<file path="src/rtl/unidade_controle_jogo.sv">
// unidade_controle_jogo: Moore FSM that sequences the game datapath.
// It drives the 4-bit address counter (clear and count enable), loads the
// player-switch register and checks each play until success or error.
// Optional feature: define UNIDADE_CONTROLE_TIMEOUT_EN to build the ESPERA
// timeout counter. Without it, FIM_TIMEOUT is unreachable and TIMEOUT is 0.
module unidade_controle_jogo #(
   parameter int unsigned TIMEOUT_CYCLES = 1000
) (
   input  logic       CLK,
   input  logic       CLR,
   input  logic       INICIAR,
   input  logic       JOGADA,
   input  logic       IGUAL,
   input  logic       FIM,
   output logic       ZERA_N,
   output logic       CONTA,
   output logic       REGISTRA,
   output logic       PRONTO,
   output logic       ACERTOU,
   output logic       ERROU,
   output logic       TIMEOUT,
   output logic [3:0] DB_ESTADO
);

   // State codes double as the debug output, so they are fixed explicitly.
   typedef enum logic [3:0] {
      st_inicial     = 4'd0,
      st_prepara     = 4'd1,
      st_espera      = 4'd2,
      st_registra    = 4'd3,
      st_compara     = 4'd4,
      st_proximo     = 4'd5,
      st_fim_acerto  = 4'd6,
      st_fim_erro    = 4'd7,
      st_fim_timeout = 4'd8
   } estado_t;

   estado_t estado_q, estado_d;
   logic    jogada_q;
   logic    jogada_pulse;
   logic    tmr_fim;
   logic    timeout_dec;

   // Resets to 1 so a button held through reset is not seen as a fresh press.
   assign jogada_pulse = JOGADA & ~jogada_q;

   // Button history register for rising-edge detection.
   always_ff @(posedge CLK or negedge CLR) begin
      if (!CLR) begin
         jogada_q <= 1'b1;
      end else begin
         jogada_q <= JOGADA;
      end
   end

`ifdef UNIDADE_CONTROLE_TIMEOUT_EN
   localparam int unsigned TmrW = (TIMEOUT_CYCLES < 2) ? 1 : $clog2(TIMEOUT_CYCLES + 1);

   logic [TmrW-1:0] tmr_q, tmr_d;

   // Counts cycles spent in ESPERA; held at zero everywhere else so each
   // entry into ESPERA starts a fresh window.
   always_comb begin
      tmr_d = '0;
      if (estado_q == st_espera) begin
         tmr_d = tmr_q + 1'b1;
      end
   end

   // Timeout counter register.
   always_ff @(posedge CLK or negedge CLR) begin
      if (!CLR) begin
         tmr_q <= '0;
      end else begin
         tmr_q <= tmr_d;
      end
   end

   // tmr_q holds the number of ESPERA cycles already completed, so the
   // terminal cycle is the one where it equals TIMEOUT_CYCLES-1.
   assign tmr_fim = (estado_q == st_espera) && (tmr_q == TmrW'(TIMEOUT_CYCLES - 1));
`else
   logic unused_timeout_cycles;

   assign unused_timeout_cycles = (TIMEOUT_CYCLES == 0);
   assign tmr_fim               = 1'b0;
`endif

   // State register; CLR drops the FSM to INICIAL immediately.
   always_ff @(posedge CLK or negedge CLR) begin
      if (!CLR) begin
         estado_q <= st_inicial;
      end else begin
         estado_q <= estado_d;
      end
   end

   // Next-state logic. A press in the terminal timeout cycle still wins.
   always_comb begin
      estado_d = estado_q;
      case (estado_q)
         st_inicial: begin
            if (INICIAR) begin
               estado_d = st_prepara;
            end
         end
         st_prepara: begin
            estado_d = st_espera;
         end
         st_espera: begin
            if (jogada_pulse) begin
               estado_d = st_registra;
            end else if (tmr_fim) begin
               estado_d = st_fim_timeout;
            end
         end
         st_registra: begin
            estado_d = st_compara;
         end
         st_compara: begin
            // A mismatch ends the game even at the last address.
            if (!IGUAL) begin
               estado_d = st_fim_erro;
            end else if (FIM) begin
               estado_d = st_fim_acerto;
            end else begin
               estado_d = st_proximo;
            end
         end
         st_proximo: begin
            estado_d = st_espera;
         end
         st_fim_acerto, st_fim_erro, st_fim_timeout: begin
            if (INICIAR) begin
               estado_d = st_prepara;
            end
         end
         default: begin
            estado_d = st_inicial;
         end
      endcase
   end

   // Moore output decode from the state register only.
   always_comb begin
      ZERA_N      = 1'b1;
      CONTA       = 1'b0;
      REGISTRA    = 1'b0;
      PRONTO      = 1'b0;
      ACERTOU     = 1'b0;
      ERROU       = 1'b0;
      timeout_dec = 1'b0;
      case (estado_q)
         st_prepara: begin
            ZERA_N = 1'b0;
         end
         st_registra: begin
            REGISTRA = 1'b1;
         end
         st_proximo: begin
            // Counter advances on the edge that ends this state.
            CONTA = 1'b1;
         end
         st_fim_acerto: begin
            PRONTO  = 1'b1;
            ACERTOU = 1'b1;
         end
         st_fim_erro: begin
            PRONTO = 1'b1;
            ERROU  = 1'b1;
         end
         st_fim_timeout: begin
            PRONTO      = 1'b1;
            timeout_dec = 1'b1;
         end
         default: begin
         end
      endcase
   end

`ifdef UNIDADE_CONTROLE_TIMEOUT_EN
   assign TIMEOUT = timeout_dec;
`else
   logic unused_timeout_dec;

   assign unused_timeout_dec = timeout_dec;
   assign TIMEOUT            = 1'b0;
`endif

   assign DB_ESTADO = estado_q;

endmodule

</file>
<file path="config.mk">
export PLATFORM = sky130hd
export DESIGN_NAME = unidade_controle_jogo
export DESIGN_NICKNAME = d
export VERILOG_FILES = /design/src/rtl/unidade_controle_jogo.sv
export SDC_FILE = /design/constraint.sdc
export NUM_CORES = 1
export LEC_CHECK = 0
export ABC_AREA = 1
export BUFFER_PORTS_ARGS = -buffer_cell sky130_fd_sc_hd__buf_4
export CAP_MARGIN = 5
export CORE_AREA = 2 2 39 41
export DETAILED_ROUTE_END_ITERATION = 10
export DIE_AREA = 0 0 41 43
export RECOVER_POWER = 25
export SLEW_MARGIN = 20
export SYNTH_ARGS = -nofsm -noshare
export SYNTH_HDL_FRONTEND = slang
export SYNTH_SLANG_ARGS = --single-unit
</file>
<file path="constraint.sdc">
create_clock -name CLK -period 1.05 [get_ports CLK]
set_input_delay 0.1575 -clock CLK [delete_from_list [all_inputs] [get_ports CLK]]
set_output_delay 0.1575 -clock CLK [all_outputs]
set_load 0.005 [all_outputs]
</file>
==> flow_summary.yaml <==
status:
  status: "complete, but fails checks"
  violations: "setup timing"
timing:
  clock_skew_ps: 5.956
  slew_viol_final: 0
  tns_ps: -1676
  setup_slack_ps: -201.8
  hold_viol: 0
  fmax_mhz: 798.9
  rsz0062_at_grt: "true"
  period_share_pct: 119.2
  setup_viol: 12
  period_minus_slack_ps: 1252
  timing.hold.ws_ps: 42.67
route:
  wl_met3_um: 40
  drc_errors: 0
  wl_met1_um: 340
  route.met2.wl_um: 428
  totalWireLength_um: 831
  drt_iter0_markers: 2
  wl_per_cell_um: 8.567
  firstDrtPassIters: 3
  top_layer: "met4"
  antenna_left: 0
  viasPerCell: 4.072
  vias: 395
power_and_ir_drop:
  peakVddDrop_mv: 1.548
  power_density_nw_per_um2: 2947
  p_leak_uw: 0.0003577
logic_synthesis:
  synth.top_cells.by_area: "dfrtp_1 22%, nand2_1 15%, inv_1 9.7%, nor2_1 8.7%, dfstp_2 7.6%"
  synth.avg_cell_area_um2: 6.539
  ys.flop_type: "dfrtp_1"
  synth_edf_count: 0
  synth_area_um2: 346.6
  yosysTopAreaCellShare_pct: 21.66
  ys_types: 17
  yosysTopAreaCell: "dfrtp_1"
  synthArstFlopShare_pct: 100.0
  synth_seq_cells: 4
  ys_seq_area_share_pct: 29.24
  yosysWarningCount: 0
  synth_cells: 53
finish:
  nets: 88
  utilization_pct: 45.93
  num_antenna_cells: 0
  final_common_cell: "buf_4"
  final_area_um2: 635.6
  final_cell_mix: "17 x buf_4, 11 x nand2_1, 7 x inv_1, 7 x buf_6, 6 x nor2_1"
  drive_gt1_share_pct: 58.02
  areaGrowthSynthToFinish_pct: 83.39
critical_path:
  crit_family: "flip-flops"
  crit_slowest_cell: "dfrtp_2"
  critPathMostFrequentCell: "buf_4"
  setup.worst_path.class: "flip-flop to primary output"
  cpPeakStageDelay_ps: 480
  crit_buf_inv: 2
  start_kind: "flip-flop"
  reg2reg_from: "DB_ESTADO[0]"
  r2r_end: "DB_ESTADO[0]"
  reg2reg_depth: 7
  critPathCaptureType: "primary output"
  crit_chain: "buf_4 -> nor2_1 -> buf_4"
  cp_max_fo: 5
  reg2reg_slack_ps: -140
  cp.arrival_ps: 1090
  crit_cells: 3
  cp.required_ps: 890
clock_tree:
  ctsHtreeMaxLevel: 1
  numCtsBuffers: 3
  clkSinkCount: 4
  ctsLongestPathBuffers: 2
  clkTransAtPathRegs_ps: 40
  cts_tree: "yes"
  root_buffer: "clkbuf_4"
  clk_latency_ps: 240
floorplanning:
  dieWidth_um: 41
  core_area_um2: 1384
  start_util_pct: 25.05
  die_y_um: 43
  die_area_um2: 1763
  io_pins: 17
  num_rows: 14
job:
  max_cap_viol_count: 0
grt:
  grt_max_degree: 7
  antenna_found_initial: 0
  globalRouteOverflowTotal: 0
  grtUsageTotal_pct: 12.83
  grt_pass1_wl_um: 1511
  grt_pass1_vias: 384
placed_design:
  hpwl_um: 662.4
  placed_cell_area_um2: 525.5
  port_buffers: 14
  gp_congestion: 0.7778
worst_hold_path:
  holdPathEnd: "jogada_q"
  hold_class: "input port to flip-flop"
  hold_path.startpoint: "JOGADA"
  hold_depth: 1
## how the worst max path moves through the flow
stage                      start           end  slack, ps
floorplan           DB_ESTADO[2]  DB_ESTADO[0]        -50
global placement    DB_ESTADO[2]  DB_ESTADO[2]       -130
detailed placement  DB_ESTADO[2]  DB_ESTADO[0]       -150
CTS                 DB_ESTADO[0]       ACERTOU       -210
global route        DB_ESTADO[2]      REGISTRA       -260
finish              DB_ESTADO[2]      REGISTRA       -200
## timing repair
action,4_1_cts,5_1_grt
endpoints found under the setup margin,12,12
setup buffers,3,0
gates resized for setup,11,6
hold endpoints to repair,4,0
pin swaps,5,1
hold buffers,1,0
## cells in the mapped netlist (2+ instances only)
library cell,number
inv_1,9
nand3_1,5
nor2_1,8
dfrtp_1,3
buf_4,2
nand3_2,2
nand2_1,14
## logic make-up after synthesis
kind of cell / share of synthesized area (%)
other: 1.082
AOI/OAI and AO/OA: 3.610
and+or+nand+nor: 42.96
buffers and inverters: 23.10
DFF: 29.24
## metal layers
metal,GRT usage (%),vias up
li1,-,209
met1,17.05,172
met2,17.81,12
met3,1.571,2
met4,10.00,0
met5,0,-
## per-stage QoR
stage	setup slack [ps]	total power, µW	instances
final	-201.8	1873	97
after global routing	-255.9	2052	97
after floorplan	-47.72	935.7	54
after CTS	-209.8	1823	97
after detailed placement	-145.3	1412	89
after global placement	-131.0	1396	89
## final cells by class
cell class              instances  area [µm²]
multi-input cells              36       206.4
repair buffers                 26       224.0
well taps                      16       20.02
inverters                      11       53.80
fillers                       149       748.2
clock buffers                   4       26.28
flip-flops and latches          4       105.1
## report_power, final
part	leakage, µW	total (µW)	internal (µW)	switching (µW)
sequential	0.0000438	368	232	136
clock	0.0000150	213	143	69.8
combinational	0.000299	1290	717	576
## registers in the layout, indices dropped and copies added (netlist names)
signal,count
DB_ESTADO,3
jogada_q,1
Power figures use the tool's default switching activity.
